## config.mk

```make
export PLATFORM = sky130hd
export DESIGN_NAME = onehot_fsm_engine
export DESIGN_NICKNAME = d
export VERILOG_FILES = /design/src/rtl/onehot_fsm_engine.sv
export SDC_FILE = /design/constraint.sdc
export NUM_CORES = 1
export LEC_CHECK = 0
export CAP_MARGIN = 10
export CORE_AREA = 4 4 49 94
export DETAILED_ROUTE_END_ITERATION = 8
export DIE_AREA = 0 0 53 98
export GPL_TIMING_DRIVEN = 1
export PLACE_DENSITY = 0.72
export SYNTH_ARGS = -nofsm -noshare
export SYNTH_HDL_FRONTEND = slang
export SYNTH_SLANG_ARGS = --single-unit
```

## constraint.sdc

```tcl
create_clock -name clk -period 1.9 [get_ports clk]
set_input_delay 0.38 -clock clk [delete_from_list [all_inputs] [get_ports clk]]
set_output_delay 0.38 -clock clk [all_outputs]
set_load 0.01 [all_outputs]
```

## src/rtl/onehot_fsm_engine.sv

```systemverilog
// onehot_fsm_engine: table-driven one-hot Mealy FSM with registered output and runtime-loadable table
module onehot_fsm_engine #(
  parameter int NUM_STATES = 3,
  parameter int NUM_EVENTS = 2,
  parameter int OUT_W = 2,
  parameter int RST_STATE = 2,
  localparam int SW = NUM_STATES > 1 ? $clog2(NUM_STATES) : 1,
  localparam int EW = NUM_EVENTS > 1 ? $clog2(NUM_EVENTS) : 1
) (
  input  logic                  clk,
  input  logic                  rst,
  input  logic [NUM_EVENTS-1:0] ev,
  input  logic                  cfg_we,
  input  logic [SW-1:0]         cfg_state,
  input  logic [EW-1:0]         cfg_event,
  input  logic                  cfg_en,
  input  logic [SW-1:0]         cfg_next,
  input  logic [OUT_W-1:0]      cfg_out,
  output logic [NUM_STATES-1:0] state,
  output logic [OUT_W-1:0]      out,
  output logic                  fire,
  output logic                  cfg_err,
  output logic                  state_err
);
  localparam logic [NUM_STATES-1:0] RST_OH = NUM_STATES'(1) << RST_STATE;
  logic                  en_t  [NUM_STATES][NUM_EVENTS];
  logic [SW-1:0]         nx_t  [NUM_STATES][NUM_EVENTS];
  logic [OUT_W-1:0]      out_t [NUM_STATES][NUM_EVENTS];
  logic [SW-1:0]         cur;
  logic [EW-1:0]         w;
  logic                  hit, legal, cfg_ok;
  logic [NUM_STATES-1:0] nxt_state;
  logic [OUT_W-1:0]      nxt_out;
  // decode current state, pick highest-index enabled event, compute next register values
  always_comb begin
    cur = '0;
    for (int s = 0; s < NUM_STATES; s++) cur = state[s] ? SW'(s) : cur;
    hit = 1'b0;
    w = '0;
    for (int e = 0; e < NUM_EVENTS; e++) if (ev[e] && en_t[cur][e]) begin
      hit = 1'b1;
      w = EW'(e);
    end
    legal = $onehot(state);
    nxt_state = !legal ? RST_OH : hit ? NUM_STATES'(1) << nx_t[cur][w] : state;
    nxt_out = legal && hit ? out_t[cur][w] : out;
    cfg_ok = int'(cfg_state) < NUM_STATES && int'(cfg_event) < NUM_EVENTS && int'(cfg_next) < NUM_STATES;
  end
  // state, output and pulse flags
  always_ff @(posedge clk) begin
    if (rst) begin
      state <= RST_OH;
      out <= '0;
      fire <= 1'b0;
      cfg_err <= 1'b0;
      state_err <= 1'b0;
    end else begin
      state <= nxt_state;
      out <= nxt_out;
      fire <= legal && hit;
      cfg_err <= cfg_we && !cfg_ok;
      state_err <= !legal;
    end
  end
  // transition table; only enables are cleared on reset, the rest is don't-care until written
  always_ff @(posedge clk) begin
    if (rst) begin
      for (int s = 0; s < NUM_STATES; s++)
        for (int e = 0; e < NUM_EVENTS; e++) en_t[s][e] <= 1'b0;
    end else if (cfg_we && cfg_ok) begin
      en_t[cfg_state][cfg_event] <= cfg_en;
      nx_t[cfg_state][cfg_event] <= cfg_next;
      out_t[cfg_state][cfg_event] <= cfg_out;
    end
  end
endmodule

```

; Yosys cells after proc, flatten, opt, wreduce, memory -nomap -nowiden
; Memories as Yosys holds them, arrays and structs flattened.
; Cells that the tools add are included.
[classes]
reduce_logical = 11
bitwise = 3
n_shift = 1
n_eq_ne = 1
add_sub_neg = 2
muxes = 24
order_cmp = 5
[op_table]
columns = op, n
row1 = $mux W2, 12
row2 = $mux W1, 9
row3 = $logic_and A1 B1 Y1, 7
row4 = $ge A2 B2 Y1 const B, 2
row5 = $lt A2 B2 Y1 const B, 2
row6 = $mux W4, 1
row7 = $not A1 Y2, 2
row8 = $reduce_or A2 Y1, 2
row9 = $shl A1 B2 Y3 const A, 1
row10 = $add A1 B1 Y2, 1
row11 = $add A2 B1 Y2, 1
row12 = $demux W2 S1, 1
row13 = $eq A2 B1 Y1 const B, 1
row14 = $logic_not A1 Y1, 2
row15 = $lt A2 B1 Y1 const B, 1
row16 = $demux W1 S1, 1
row17 = $not A1 Y1, 1
[totals]
out_inout_bits = 8
inputBits = 13
elab_cells = 55
register_bits = 8
ram_bits = 30
mem_count = 3
[memory_table]
columns = memory, depth, width, rd, rd_ports_with_merged_regs, write_ports, line
row1 = nx_t, 3, 4, 1, 0, 1, 27  ; logic [SW-1:0] nx_t [NUM_STATES][NUM_EVENTS];
row2 = out_t, 3, 4, 1, 0, 1, 28  ; logic [OUT_W-1:0] out_t [NUM_STATES][NUM_EVENTS];
row3 = en_t, 3, 2, 1, 0, 3, 26  ; logic en_t [NUM_STATES][NUM_EVENTS];

; Longest topological paths before layout
; Gate-level depths: netlist of run 1.
; An unclocked memory read counts as a cell.
[logic_depth]
ltp_word = 10
depth_mapped = 7
depth_no_buf = 6

; Worst setup path after synthesis of run 1
; OpenSTA, ideal clock, no wires.
[synth_path]
path_type = register to register
from = reg state[1]
to = reg out[0]
setup_time_ns = 0.092
arrival_time_ns = 1.807
setup_slack_ns = 0.000
required_ns = 1.808
period_less_slack_ns = 1.900
path_stages_with_launch = 8
path_cell_list = dfxtp_1 > buf_6 > inv_1 > fa_1 > nand2b_1 > nand2b_1 > a221o_1 > o32ai_1
[synth_via]
elab_chain_len = 9
word_cells_on_any_way = 17
cone_classes = add/sub: 2 / eq/ne: 1 / mux: 8 / bitwise: 1 / reduce/logical: 3 / memory: 2
[synth_lines]
columns = element, line
row1 = from (decl), 19  ; output logic [NUM_STATES-1:0] state,
row2 = from (signal assigned), 58  ; state <= nxt_state;
row3 = $mux W1, 37  ; for (int s = 0; s < NUM_STATES; s++) cur = state[s] ? SW'(s) : cur;
row4 = $mux W2, 37
row5 = $mem_v2 Z3 W2, n/a
row6 = $logic_and A1 B1 Y1, 40  ; for (int e = 0; e < NUM_EVENTS; e++) if (ev[e] && en_t[cur][e]) begin
row7 = $mux W1, 40
row8 = $not A1 Y2 (not written as such), 46  ; nxt_out = legal && hit ? out_t[cur][w] : out;
row9 = $mux W2 (not written as such) (3 in a row), 46
row10 = to (signal assigned), 59  ; out <= nxt_out;
row11 = to (decl), 20  ; output logic [OUT_W-1:0] out,
; Several ways; a longest one is shown, not always the timed one. The select of a mux whose other input is x is not followed.
; A chain may end at the register's enable or synchronous reset.

; Final worst setup path of run 1
[layout_path]
from = reg state[0]
to = reg state[0]
[layout_via]
elab_chain_len = 5
[layout_lines]
columns = element, line
row1 = $add A1 B1 Y2 (not written as such), 44  ; legal = $onehot(state);
row2 = $add A2 B1 Y2 (not written as such), 44
row3 = $eq A2 B1 Y1, 44
row4 = $not A1 Y1 (no source line), n/a
row5 = $reduce_or A2 Y1 (no source line), n/a
; No other way between the ends.

==> results of run 1 <==
[synthesized netlist by cell type, types with 4 or more instances]
library cell  instances  area, um^2
edfxtp_1             30         901
nand2_1               9        33.8
dfxtp_1               8         160
inv_1                 8        30.0
mux2i_1               8        80.1
nand2b_1              7        43.8
nor3_1                6        30.0
a21oi_1               5        25.0
a211oi_1              4        30.0
nor2_1                4        15.0
[registers in the layout (all words and copies together), names as in the netlist]
register   count
nx_t          12
out_t         12
en_t           6
state          3
out            2
cfg_err        1
fire           1
state_err      1
[what timing repair did]
action	CTS	global route
gates resized for setup	1	2
setup buffers	0	0
hold buffers	0	0
endpoints found under the setup margin	1	1
[worst reg2reg max path, delay by kind of cell, from the launching register on]
family                   cells  cell delay, ns
buffers and inverters        1            0.08
adder cells (fa/ha/maj)      1            0.46
AO/OA/AOI/OAI                2            0.42
flip-flops                   1            0.36
AND/OR/NAND/NOR              2            0.42
[report_power, final]
part	total [uW]	internal, uW	switching [uW]
Clock	523	251	272
Combinational	709	349	360
Sequential	998	965	32.8
Total	2230	1560	665
[cell usage in the layout (no fill, tap or decap), types with 4 or more instances in the layout]
cell type         n
a21oi_1           5
edfxtp_1         30
inv_1             8
clkbuf_8          5
clkdlybuf4s50_1  20
a211oi_1          4
nor3_1            6
nand2_1           9
mux2i_1           8
nand2b_1          6
dfxtp_1           7
buf_4            23
[final cells by class]
cell class	count	area, um^2
inverter	8	30.0
tap	51	63.8
clock buffer	5	68.8
timing repair buffer	43	373
fill	339	1670
clock inverter	3	16.3
multi-input combinational	81	599
sequential	38	1060
[logic make-up after synthesis]
group | count (synthesis) | synth area share, %
and+or+nand+nor | 40 | 12.4
buffers and inverters | 11 | 2.87
adders and majority gates | 1 | 1.18
DFF | 38 | 62.4
muxes | 12 | 7.81
AOI/OAI and AO/OA | 28 | 13.3
[metal layers]
layer  vias up  GRT usage, %
li1        588             -
met1       580          14.4
met2        42          28.9
met3        12          4.58
met4         0          10.6
met5         -             0
[stage by stage]
step / hold WS [ns] / area, um^2 / power (uW) / instances / worst slack [ns]
final: 0.475 / 2210 / 2230 / 229 / 0.0725
after global routing: 0.519 / 2210 / 2370 / 229 / -0.0116
after CTS: 0.476 / 2200 / 2230 / 229 / 0.0566
after detailed placement: 0.465 / 2120 / 1700 / 221 / -0.0569
after global placement: 0.464 / 2120 / 1670 / 221 / -0.0648
after floorplan: 0.479 / 1700 / 1410 / 130 / 0.000336
[how the worst max path moves through the flow]
stage	start	to	cells after the start
after floorplan	state[1]	out[0]	7
after CTS	state[0]	out[0]	6
after detailed placement	rst	out_t[0][0]	6
final	state[0]	state[0]	6
after global routing	state[0]	state[0]	6
after global placement	rst	out_t[0][1]	6
==> results.yml, run 1 <==
floorplanning:
  die_w_um: 53
  die_h_um: 98
  die-area_um2: 5190
  row_count: 32
  core_area_um2: 3880
  io-pin-count: 21
  start_util_pct: 43.8
setup_path:
  worst_setup_path_end_kind: "flip-flop"
  max_stage_delay_ns: 0.46
  reg2reg_from: "state[0]"
  worst-r2r-setup-slack_ns: 0.07
  crit_chain: "inv_1 -> fa_1 -> nand2b_1 -> nor2_2 -> o21ai_1 -> o32ai_1"
  crit_path_max_fanout: 4
  reg2reg_to: "state[0]"
  start_kind: "flip-flop"
  cp.required_ns: 2.09
  r2r_cells: 6
  path_class: "flip-flop to flip-flop"
  cp.buffers_inverters: 1
  cp_top_family: "adder cells"
  cp.arrival_ns: 2.02
  cp_slowest_cell: "fa_1"
clock_tree:
  cts_root_buffer: "clkbuf_8"
  cts_tree: "done"
  cts.htree.levels: 2
  clock_path_buffers: 2
  cts_buffers: 5
  cts.clk_slew.worst_paths_ns: 0.07
  cts.sinks: 38
  insertion_delay_ns: 0.29
grt:
  first_global_vias: 1297
  grt_pass1_wl_um: 5910
  grt_max_degree: 15
  grt_util_all_layers_pct: 16.1
  grt_overflow: 0
  antenna_found_initial: 0
cells_and_area:
  nets: 191
  antenna_cells: 0
  area_growth_pct: 30.3
  drive_gt1_share_pct: 24.7
  fin_util_pct: 57.0
timing:
  setup_viol: 0
  slew_headroom_pct: 77.3
  hold_violations: 0
  layout_min_cycle_time_ns: 1.83
  fmax_mhz: 547
  maxSlewViolCount: 0
  finClkSkew_ns: 0.00547
  fin_crit_sh_pct: 96.2
  tns_ns: 0
  max_slew.worst_pin.slew_ns: 0.341
synthesis:
  async_flop_share_pct: 0
  synth_ff_type: "edfxtp_1"
  synth-seq-area-share_pct: 62.4
  synth-edff-count: 30
  postSynthNetCount: 144
  synth_cells: 130
  ys_types: 34
  synth_area_um2: 1700
  syn_avg_cell_area_um2: 13.1
  ys_ff_latch: 38
  ys_warn_count: 0
routing:
  wl_met1_um: 1120
  vias_per_cell: 5.34
  wirelength_um: 3510
  wl_met2_um: 2040
  first_iter_violations: 45
  drtPass1Iterations: 4
  drcViolationCount: 0
  top_layer: "met4"
  vias: 1222
  postRouteAntennaNets: 0
  post_drt_wl_per_cell_um: 15.3
  route.met3.wl_um: 168
worst_hold_path:
  hp-class: "flip-flop to flip-flop"
  worstHoldPathCells: 2
  whs_endpoint: "out[1]"
  hold_start: "out[1]"
placement:
  portBuffers: 20
  hpwl_um: 2810
  place_congestion: 0.873
power_and_ir_drop:
  p_leak_uw: 0.000819
  vdd_drop_max_mv: 0.678
  powerDensity_nw_per_um2: 1010
outcome:
  outcome: "finished clean"
job:
  cap_violations: 0
Power figures use the tool's default switching activity.
==> run 2: changes to the inputs <==
- CORE_AREA: 4 4 49 94 -> 3 3 48 93
- CTS_CLUSTER_SIZE: unset -> 8
- DIE_AREA: 0 0 53 98 -> 0 0 51 96
==> run 2 against run 1 <==
Effect of this change: count of clock-buffer cells in the layout rose by 1; wire length shrank 3.6%; critical path depth is 4 lower; worst hold slack gained 0.0073 ns.
==> results.yml, run 2 (synthesis results as in run 1) <==
setup_path:
  reg2reg_to: "state[2]"
  worst-r2r-setup-slack_ns: 0.14
  reg2reg_from: "state[1]"
  crit_path_max_fanout: 14
  worst_setup_path_end_kind: "output port"
  cp.arrival_ns: 1.38
  cp.required_ns: 1.52
  start_kind: "flip-flop"
  path_class: "flip-flop to output port"
  r2r_cells: 5
worst_hold_path:
  whs_endpoint: "out[1]"
  worstHoldPathCells: 2
  hold_start: "out[1]"
  hp-class: "flip-flop to flip-flop"
clock_tree:
  insertion_delay_ns: 0.29
  cts.clk_slew.worst_paths_ns: 0.07
  postCtsSetupBuffers: 0
  cts.repair.resized: 0
  cts_root_buffer: "clkbuf_8"
  clock_path_buffers: 2
  cts.sinks: 38
  hold_buffers: 0
  cts_buffers: 5
  cts.htree.levels: 2
  cts_tree: "done"
timing:
  fmax_mhz: 567
  finClkSkew_ns: 0.0107
  layout_min_cycle_time_ns: 1.76
  maxSlewViolCount: 0
  setup_slack_ns: 0.137
  hold_violations: 0
  slew_headroom_pct: 71.4
  setup_viol: 0
  fin_crit_sh_pct: 92.8
  grt_setup_unrepaired: "no"
  fin_hold_ws_ns: 0.482
  max_slew.worst_pin.slew_ns: 0.425
routing:
  wirelength_um: 3390
  postRouteAntennaNets: 0
  drtPass1Iterations: 4
  vias: 1215
  vias_per_cell: 5.33
  drcViolationCount: 0
  first_iter_violations: 24
  post_drt_wl_per_cell_um: 14.9
grt:
  first_global_vias: 1236
  grt_pass1_wl_um: 5390
  grt_overflow: 0
  grt_util_all_layers_pct: 15.2
  grt_max_degree: 15
  antenna_found_initial: 0
cells_and_area:
  layout_common_cells: "edfxtp_1, buf_4, clkdlybuf4s50_1, nand2_1"
  top_regs: "nx_t: 12 flops, out_t: 12 flops, en_t: 6 flops"
  drive_gt1_share_pct: 24.3
  final_cells: 228
  antenna_cells: 0
  final_common_cell: "edfxtp_1"
  nets: 190
  area_growth_pct: 30.3
floorplanning:
  die-area_um2: 4900
  die_h_um: 96
  die_w_um: 51
  row_count: 32
  io-pin-count: 21
  core_area_um2: 3880
  start_util_pct: 43.8
outcome:
  outcome: "finished clean"
job:
  cap_violations: 0
placement:
  portBuffers: 20
  placedCellCount: 220
  place_congestion: 0.886
  dp_slack_ns: -0.0706
  hpwl_um: 2750
power_and_ir_drop:
  vdd_drop_max_mv: 0.622
  power_uw: 2250
  powerDensity_nw_per_um2: 1020
  p_leak_uw: 0.000819
==> run 2: cell types whose count changed in the layout (fill, tap and decap cells not counted) <==
cell / previous run / this run
clkinv_1: 1 / 0
nor2_1: 3 / 4
buf_4: 23 / 22
clkbuf_8: 5 / 6
nor2_2: 1 / 0
==> run 2: area by class of cell <==
class                      count  area (um^2)
sequential                    38         1060
multi-input combinational     81          597
inverter                       8         30.0
fill                         334         1670
timing repair buffer          42          365
clock buffer                   6         82.6
tap                           51         63.8
clock inverter                 2         12.5
==> run 2: how the worst max path moves through the flow <==
stage                         from           to  cells after the start
after global routing      state[0]     state[1]                      6
after global placement         rst  out_t[0][1]                      6
after CTS                 state[1]       out[0]                      6
after floorplan           state[1]       out[0]                      7
after detailed placement       rst  out_t[0][1]                      6
final                     state[2]     state[2]                      2
==> run 2: where the power goes <==
group | internal [uW] | switching [uW]
logic | 347 | 345
clock network | 291 | 269
registers | 965 | 30.6
total | 1600 | 644
==> run 2: critical path, cell delays in order (launching register included) <==
cell             delay, ns
dfxtp_1               0.34
buf_4                 0.19
clkdlybuf4s50_1       0.56
==> run 2: per-stage QoR <==
stage	area [um^2]	setup TNS [ns]	util (%)
5_1_grt	2210	0	57.0
2_1_floorplan	1700	0	-
6_report	2210	0	57.0
3_5_place_dp	2110	-0.444	54.3
4_1_cts	2200	0	56.8
3_3_place_gp	2110	-0.380	54.3
==> run 2: metal layers <==
layer  vias to the layer above  routed length (um)  part of all wire, %  GRT usage [%]
met2                        25                2000                   59           30.4
met3                        10                  85                  2.5           2.33
met1                       592                1160                   34           13.1
met5                         -                   0                    0              0
li1                        588                   -                    -              -
met4                         0                 145                  4.3           9.44
==> run 3: changes to the inputs <==
- PLACE_DENSITY: 0.72 -> 0.7
- clock period: 1.9 -> 1.75 ns (I/O delays scaled with it)
==> run 3 against run 2 <==
Effect of this change: final cell count increased by 6.1%; via count increased by 8.3%; sequential share of layout area decreased by 4.2 points; combinational power increased by 34%; worst hold slack improved by 0.0086 ns.
==> results.yml, run 3 (synthesis results as in run 1) <==
outcome:
  outcome: "finished clean"
setup_path:
  cp.required_ns: 1.94
  start_kind: "flip-flop"
  cp.arrival_ns: 1.90
  path_class: "flip-flop to flip-flop"
  crit_path_max_fanout: 4
  worst_setup_path_end_kind: "flip-flop"
power_and_ir_drop:
  powerDensity_nw_per_um2: 1200
  p_seq_share_pct: 37.2
  power_uw: 2930
  power.internal_uw: 2120
  p_leak_uw: 0.000935
  vdd_drop_max_mv: 0.758
  clock_power_share_pct: 31.1
  p_switching_uw: 804
  p_sw_share_pct: 27.5
  combPwrFrac_pct: 31.7
timing:
  layout_min_cycle_time_ns: 1.71
  max_slew.worst_pin.slew_ns: 0.414
  maxSlewViolCount: 0
  fmax_mhz: 585
  setup_viol: 0
  setup_slack_ns: 0.0418
  hold_violations: 0
  slew_headroom_pct: 72.4
  fin_crit_sh_pct: 97.6
  finClkSkew_ns: 0.00357
floorplanning:
  die_h_um: 96
  io-pin-count: 21
  start_util_pct: 43.8
  row_count: 32
  die-area_um2: 4900
  core_area_um2: 3880
  die_w_um: 51
clock_tree:
  cts_root_buffer: "clkbuf_8"
  clock_path_buffers: 2
  cts.clk_slew.worst_paths_ns: 0.07
  cts_buffers: 5
  cts.sinks: 38
  cts.htree.levels: 2
  cts_tree: "done"
  postCtsSetupBuffers: 0
  insertion_delay_ns: 0.28
  hold_buffers: 0
placement:
  hpwl_um: 3050
  portBuffers: 20
  place_congestion: 0.889
  dp_slack_ns: -0.242
  placedCellCount: 234
routing:
  post_drt_wl_per_cell_um: 16.5
  drtPass1Iterations: 4
  drcViolationCount: 0
  vias_per_cell: 5.44
  first_iter_violations: 49
  vias: 1316
  postRouteAntennaNets: 0
  wirelength_um: 4000
cells_and_area:
  final_cells: 242
  top_regs: "nx_t: 12 flops, out_t: 12 flops, en_t: 6 flops"
  nets: 204
  layout_common_cells: "buf_4, edfxtp_1, clkdlybuf4s50_1, nand2_1, mux2i_1"
  drive_gt1_share_pct: 36.6
  final_common_cell: "buf_4"
  area_growth_pct: 43.3
  antenna_cells: 0
  nFillCells: 316
grt:
  grt_overflow: 0
  grt_pass1_wl_um: 6350
  grt_util_all_layers_pct: 18.1
  grt_max_degree: 15
  antenna_found_initial: 0
  first_global_vias: 1438
job:
  cap_violations: 0
worst_hold_path:
  hp-class: "flip-flop to flip-flop"
run 3: cell types whose count changed in the layout (fill, tap and decap cells not counted), sizes merged:
cell / change
clkdlybuf4s50: -2
dlymetal6s2s: +2
clkinvlp: -1
clkinv: -1
buf: +14
bufinv: +2
run 3: timing repair:
item / in CTS / in global routing
setup endpoints to repair: 3 / 16
gates resized for setup: 3 / 13
pin swaps: 0 / 4
run 3: path summary, 6_finish.rpt:
kind / end / slack [ns] / cells after the start / from
worst max-delay path: out[0] / 0.04 / 6 / state[1]
worst min-delay path: out[1] / 0.49 / 2 / out[1]
worst max register to register: out[0] / 0.04 / 6 / state[1]
worst min register to register: out[1] / 0.49 / 2 / out[1]
run 3: metrics by stage:
step                      TNS [ns]  area [um^2]  utilization (%)  hold WS, ns
after floorplan           -0.00924         1720                -        0.449
after global placement       -5.18         2230             57.5        0.461
after detailed placement     -5.55         2230             57.5        0.474
after CTS                        0         2390             61.6        0.485
after global routing       -0.0122         2430             62.7        0.533
final                            0         2430             62.7        0.490
run 3: layout make-up:
class,instances,area (um^2),share of cell area [%]
Clock buffer,6,82.6,3.39
Clock inverter,2,60.1,2.47
Inverter,8,30.0,1.23
Sequential cell,38,1070,43.8
Multi-Input combinational cell,81,652,26.8
Tap cell,51,63.8,2.62
Timing Repair Buffer,56,479,19.7
run 3: power by group through the flow:
stage | clock, uW | sequential, uW | combinational (uW)
floorplan | 0 | 1130 | 428
global placement | 0 | 1100 | 806
detailed placement | 0 | 1100 | 827
CTS | 920 | 1080 | 876
global route | 978 | 1100 | 989
finish | 911 | 1090 | 927
run 3: layer usage:
layer  vias to the layer above  global-route usage (%)  wire length (um)
met5                         -                       0                 0
met4                         0                    15.5               283
met3                        21                    3.41               151
met2                        48                    33.0              2250
met1                       629                    16.4              1320
li1                        618                       -                 -
run 3: critical path, stage by stage (launching register included):
cell	delay (ns)
dfxtp_4	0.38
inv_1	0.05
fa_1	0.45
nand2b_4	0.17
nand2b_4	0.16
a221o_1	0.28
o32ai_2	0.13
